File: src/rtl/uart_tx_par_gen.sv
// uart_tx_par_gen: iterative parity generator for the UART transmit path.
// The data word is folded CHUNK_W bits per cycle into a 1-bit XOR accumulator,
// so wide words do not need a single deep XOR tree.
// The result is then mapped to even, odd, mark or space parity.
// Optional feature macro: UART_TX_PAR_ERR_INJ_EN adds an ERR_INJ input.
// When set at acceptance, ERR_INJ inverts the final parity bit of that word.
module uart_tx_par_gen #(
  parameter int DATA_W  = 8,
  parameter int CHUNK_W = 2
) (
  input  logic              CLK,
  input  logic              RST,
  input  logic [DATA_W-1:0] P_DATA,
  input  logic              DATA_VALID,
  input  logic [1:0]        PAR_TYP,
`ifdef UART_TX_PAR_ERR_INJ_EN
  input  logic              ERR_INJ,
`endif
  output logic              Parity_Bit,
  output logic              PAR_DONE,
  output logic              BUSY
);

  localparam int NCH   = (DATA_W + CHUNK_W - 1) / CHUNK_W;
  localparam int CNT_W = (NCH > 1) ? $clog2(NCH) : 1;
  localparam logic [CNT_W-1:0] CNT_LOAD = CNT_W'(NCH - 1);

  typedef enum logic {
    IDLE = 1'b0,
    CALC = 1'b1
  } state_t;

  state_t            state_q, state_d;
  logic [DATA_W-1:0] shreg_q, shreg_d;
  logic              acc_q, acc_d;
  logic              acc_next;
  logic [CNT_W-1:0]  cnt_q, cnt_d;
  logic [1:0]        mode_q, mode_d;
  logic              par_q, par_d;
  logic              done_q, done_d;
`ifdef UART_TX_PAR_ERR_INJ_EN
  logic              inj_q, inj_d;
`endif

  // Map the raw XOR of the word onto the selected parity type.
  function automatic logic par_sel(input logic acc, input logic [1:0] typ);
    logic r;
    case (typ)
      2'b00:   r = acc;
      2'b01:   r = ~acc;
      2'b10:   r = 1'b1;
      default: r = 1'b0;
    endcase
    return r;
  endfunction

  // Running XOR including the chunk currently at the bottom of the shift register.
  assign acc_next = acc_q ^ (^shreg_q[CHUNK_W-1:0]);

  // Next-state, datapath and output decode; every target defaulted to hold.
  always_comb begin
    state_d = state_q;
    shreg_d = shreg_q;
    acc_d   = acc_q;
    cnt_d   = cnt_q;
    mode_d  = mode_q;
    par_d   = par_q;
    done_d  = 1'b0;
`ifdef UART_TX_PAR_ERR_INJ_EN
    inj_d   = inj_q;
`endif
    case (state_q)
      IDLE: begin
        if (DATA_VALID) begin
          shreg_d = P_DATA;
          mode_d  = PAR_TYP;
          acc_d   = 1'b0;
          cnt_d   = CNT_LOAD;
          state_d = CALC;
`ifdef UART_TX_PAR_ERR_INJ_EN
          inj_d   = ERR_INJ;
`endif
        end
      end
      CALC: begin
        acc_d   = acc_next;
        shreg_d = shreg_q >> CHUNK_W;
        cnt_d   = cnt_q - 1'b1;
        if (cnt_q == '0) begin
`ifdef UART_TX_PAR_ERR_INJ_EN
          par_d = par_sel(acc_next, mode_q) ^ inj_q;
`else
          par_d = par_sel(acc_next, mode_q);
`endif
          done_d  = 1'b1;
          state_d = IDLE;
        end
      end
      default: state_d = IDLE;
    endcase
  end

  // State and datapath registers with synchronous active-low reset.
  always_ff @(posedge CLK) begin
    if (!RST) begin
      state_q <= IDLE;
      shreg_q <= '0;
      acc_q   <= 1'b0;
      cnt_q   <= '0;
      mode_q  <= 2'b00;
      par_q   <= 1'b0;
      done_q  <= 1'b0;
`ifdef UART_TX_PAR_ERR_INJ_EN
      inj_q   <= 1'b0;
`endif
    end else begin
      state_q <= state_d;
      shreg_q <= shreg_d;
      acc_q   <= acc_d;
      cnt_q   <= cnt_d;
      mode_q  <= mode_d;
      par_q   <= par_d;
      done_q  <= done_d;
`ifdef UART_TX_PAR_ERR_INJ_EN
      inj_q   <= inj_d;
`endif
    end
  end

  assign Parity_Bit = par_q;
  assign PAR_DONE   = done_q;
  assign BUSY       = (state_q == CALC);

endmodule

File: config.mk
export PLATFORM = sky130hd
export DESIGN_NAME = uart_tx_par_gen
export DESIGN_NICKNAME = d
export VERILOG_FILES = /design/src/rtl/uart_tx_par_gen.sv
export SDC_FILE = /design/constraint.sdc
export NUM_CORES = 1
export LEC_CHECK = 0
export CELL_PAD_IN_SITES_DETAIL_PLACEMENT = 1
export CELL_PAD_IN_SITES_GLOBAL_PLACEMENT = 2
export CORE_AREA = 2 2 57 59
export CTS_CLUSTER_SIZE = 28
export DETAILED_ROUTE_END_ITERATION = 8
export DIE_AREA = 0 0 59 61
export HOLD_SLACK_MARGIN = 0.02
export PLACE_DENSITY_LB_ADDON = 0.1
export RECOVER_POWER = 25
export REMOVE_ABC_BUFFERS = 1
export SLEW_MARGIN = 25
export SYNTH_ARGS = -nofsm -noshare
export SYNTH_HDL_FRONTEND = slang
export SYNTH_SLANG_ARGS = --single-unit
File: constraint.sdc
create_clock -name CLK -period 1.3 [get_ports CLK]
set_input_delay 0.26 -clock CLK [delete_from_list [all_inputs] [get_ports CLK]]
set_output_delay 0.26 -clock CLK [all_outputs]
set_load 0.02 [all_outputs]
* Word-level counts from Yosys, hierarchy flattened
Index checks and enable logic that the tools add are counted.
** Word-level totals
- Flip-flop bits (word level) :: 16
- Bits of input ports :: 13
- Output and inout port bits :: 3
- Logic and storage cells :: 31
** Cells by class
- Add/sub/neg operators :: 1
- Eq/ne operators :: 3
- Multiplexer cells :: 11
- Bitwise operators :: 3
- Reduce and logical (&&, ||, !) cells :: 6
** Operators with widths (count)
- $pmux 8 s2 :: 1
- $mux 8 :: 1
- $reduce_and 2->1 :: 3
- $logic_not 2->1 :: 2
- $mux 1 :: 4
- $pmux 1 s2 :: 2
- $pmux 2 s2 :: 1
- $pmux 1 s3 :: 1
- $eq 2x1->1 const B :: 1
- $eq 2x2->1 const B :: 1
- $mux 2 :: 1
- $ne 2x2->1 const B :: 1
- $not 1->1 :: 2
- $reduce_xor 2->1 :: 1
- $sub 2x1->2 const B :: 1
- $xor 1x1->1 :: 1

* Longest topological paths before layout
- Word-level depth :: 4
- Gate-level depth with buffers :: 6
- Gate-level depth less buffers :: 6

* Worst setup path before layout
OpenSTA, ideal clock, no wires.
- Kind :: reg-to-reg
- Start :: register state_q, in the netlist BUSY
- End :: register par_q, in the netlist Parity_Bit
- Setup time :: 0.059 ns
- Data arrival time :: 1.131 ns
- Data required time :: 1.241 ns
- Slack :: 0.110 ns
- Stages on the path, launching flop included :: 5
- Path buffers :: 0
- Period minus slack after synthesis :: 1.190 ns
- Cell sequence :: dfxtp_1 -> nand2_2 -> or3_1 -> mux2i_1 -> a31o_1
** On the way
- Cells in the longest elaborated chain, start to end :: 1
** Ends and longest elaborated chain
- start: declaration :: line 33 : state_t state_q, state_d;
- start signal: assignment :: line 117 : state_q <= state_d;
- $reduce_and 2->1 (no source line)
- end signal: assignment :: line 122 : par_q <= par_d;
- end: declaration :: line 39 : logic par_q, par_d;
Every way passes these cells.
A chain may end at the register's enable or synchronous reset.

* Final worst setup path
- Start :: register state_q, in the netlist BUSY
- End :: output BUSY
** RTL lines
- end: declaration :: line 21 : output logic BUSY
No word-level cell between the ends.

==> results.md <==
- Status: finished, final reports clean
- Drt total wl: 1600 um
- Clk pin slew, worst setup/hold paths: roughly 100 ps
- Final Util: 0.344
- Number of buffers and inverters on the critical path: 1
- Count leader, synth: nor2_1
- Placed Cells: 132
- Largest fanout on the critical path: 2
- Setup violators final: 0
- Clk sinks: 16
- DP Wirelength: about 1200 um
- Post-Syn Area: 706 sq um
- GPL Wtd Cong: 0.641
- Critical-path cell list: dlygate4sd2_1
- Fin. Hold Viols: 0
- Tmin final: about 1200 ps
- Critical path type: flip-flop to primary output
- Reg2reg setup slack: 90 ps
- Root buffer cell: clkbuf_4
- Initial DRC count: 15
- Pleak: between 0.4 and 0.5 nW
- Reg2reg path depth: 6
- Yosys reg bits: 16
- Relative slew slack: 0.831
- Yosys top cell area share: 0.454
- Vias: 603
- Ant diodes: 0
- FILL cells: 361
- Pins Over Slew Limit: 0
- EDFF count, synth: 0
- Core area: 2950 sq um
- Final cell count without fillers: 137
- TritonCTS clock tree: built
- Slew @ Worst Pin: 253 ps
- Initial antenna violation count: 0
- Hold WC Path Type: flip-flop to flip-flop
- FF/Latch Area: 324 sq um
- Synth cell count leaders: nor2_1, dfxtp_1, mux2i_1, a21oi_1, inv_1
- Layout Nets: around 120
- Area occupied by multi-input gates: 368 sq um
- Hold path startpoint: cnt_q[0]
- FMAX: 807 MHz
- Total iterations of the first detailed-routing run: 4
- Synth Instances: 79
- Setup WS post-layout: between 60 and 70 ps
- GRT overflow: 0
- Clock latency on the worst-skew pair: 290 ps
- Starting Density: 0.239
- CTS H-Tree Depth: 1
- Pwr per Cell Area: ~1100 nW/um^2
- Top Family by Delay on Critical Path: flip-flops
- Netlist cell types: 22
- Pre-CTS setup slack: -178 ps
- Vias per cell: 4.40
- Post-DRT Antenna Nets: 0
- Cts-stage hold buffer count: 0
- Largest net degree at the start of global routing: 15
- All-layer global routing usage: 0.108
- Die ar.: 3600 sq um
- Share of the yosys chip area belonging to registers: 0.454
- Num CTS Buffers: 3
- Fraction of registers with async set/reset: 0
- CP Capture Type: primary output
- P&R area growth vs syn: 43.8%
- Critical Path Max Stage Delay: 350 ps
- Launch point of the worst reg-to-reg path: cnt_q[0]
- WP data arrival: 980 ps
- First-pass GRT wire length: between 2000 and 3000 um
- Mapped Avg Cell Area: 8.93 sq um
- Syn. warnings: 0
- Max IR drop VDD: about 320 uV
- Clock Skews: 2.13 ps
- Worst Hold End: cnt_q[0]
- Max cap viols: 0
- Yosys top cell by area: dfxtp_1
- Reg-to-Reg End: Parity_Bit
- Layout cell share with drive strength beyond 1: 0.212
- # rows: 20
- Chip width: 59 um
- Primary FF master, synth: dfxtp_1
- DR WL/cell: 11.6 um
- Die Ht: 61 um
- Slowest CP cell: dfxtp_1
- Number of global-route vias before repair: 600
- Total I/O pin count: 16
- Crit share post-route: 0.953
- WP data required: approximately 1000 ps
- RSZ-0062 raised after global routing: true
- IO Port Bufs: 15
- Worst hold path stage count: 1
- Drt drc: 0
- Clock Tree Buf Depth: 2
- Worst Setup Start Kind: flip-flop
- Synth top area cells: dfxtp_1, mux2i_1, nor2_1
==> how the worst max path moves through the flow <==
stage	start	end	slack, ps	depth (start not counted)
final	BUSY	BUSY	60	1
after global placement	DATA_VALID	mode_q[0]	-160	4
after detailed placement	DATA_VALID	acc_q	-180	6
after floorplan	BUSY	Parity_Bit	-190	4
after CTS	shreg_q[0]	Parity_Bit	0.1	4
after global routing	cnt_q[1]	Parity_Bit	-20	6
==> registers in the layout (all words and copies together), names as in the netlist <==
name	flops
shreg_q	8
Parity_Bit	1
mode_q	2
acc_q	1
BUSY	1
PAR_DONE	1
cnt_q	2
==> routing by layer <==
layer,vias up,GRT usage,part of all wire
met5,-,0,0
met4,0,0.0779,0.024
met3,4,0.0277,0.052
met2,11,0.151,0.44
met1,275,0.143,0.48
li1,313,-,-
==> cell families (layout without fill, tap and decap cells) <==
logic type,count (synthesis),in the layout,share of synthesized area
flip-flops,16,16,0.454
AO/OA/AOI/OAI,11,11,0.0957
adder cells (fa/ha/maj),1,1,0.0177
buffers and inverters,7,32,0.0532
AND/OR/NAND/NOR,31,31,0.197
XOR/XNOR,1,1,0.0124
multiplexers,12,12,0.170
==> stage by stage <==
step | instance area [sq um] | power, mW | setup TNS (ps) | hold WS [ps]
after floorplan | 679 | 0.671 | -280 | 374
after global placement | 951 | 0.790 | -1760 | 458
after detailed placement | 951 | 0.795 | -1800 | 462
after CTS | 983 | 1.14 | 0 | 477
after global routing | 1010 | 1.21 | -17.8 | 477
final | 1010 | 1.13 | 0 | 452
==> cells in the final DEF, fill, tap and decap left out, types with 2 or more instances in the layout <==
master            n
clkbuf_4          3
inv_2             2
dfxtp_1          13
dfxtp_2           3
a211oi_1          2
mux2i_1          12
nor3_1            2
clkdlybuf4s50_1  12
a21oi_1           7
buf_4             7
dlygate4sd2_1     3
nor2_1           21
==> where the power goes <==
group	internal (mW)	switching (mW)
logic	0.140	0.109
registers	0.527	0.0221
clock network	0.171	0.166
==> final cells by class <==
cell class	count	area share
Multi-Input combinational cell	56	0.363
Tap cell	33	0.0407
Timing Repair Buffer	25	0.231
Clock buffer	4	0.0358
Sequential cell	16	0.319
Inverter	3	0.0111
==> what timing repair did <==
action | in CTS | in global routing
setup endpoints to repair | 3 | 1
setup buffers | 0 | 1
gates resized for setup | 3 | 9
pin swaps | 0 | 3
Power figures use the tool's default switching activity.
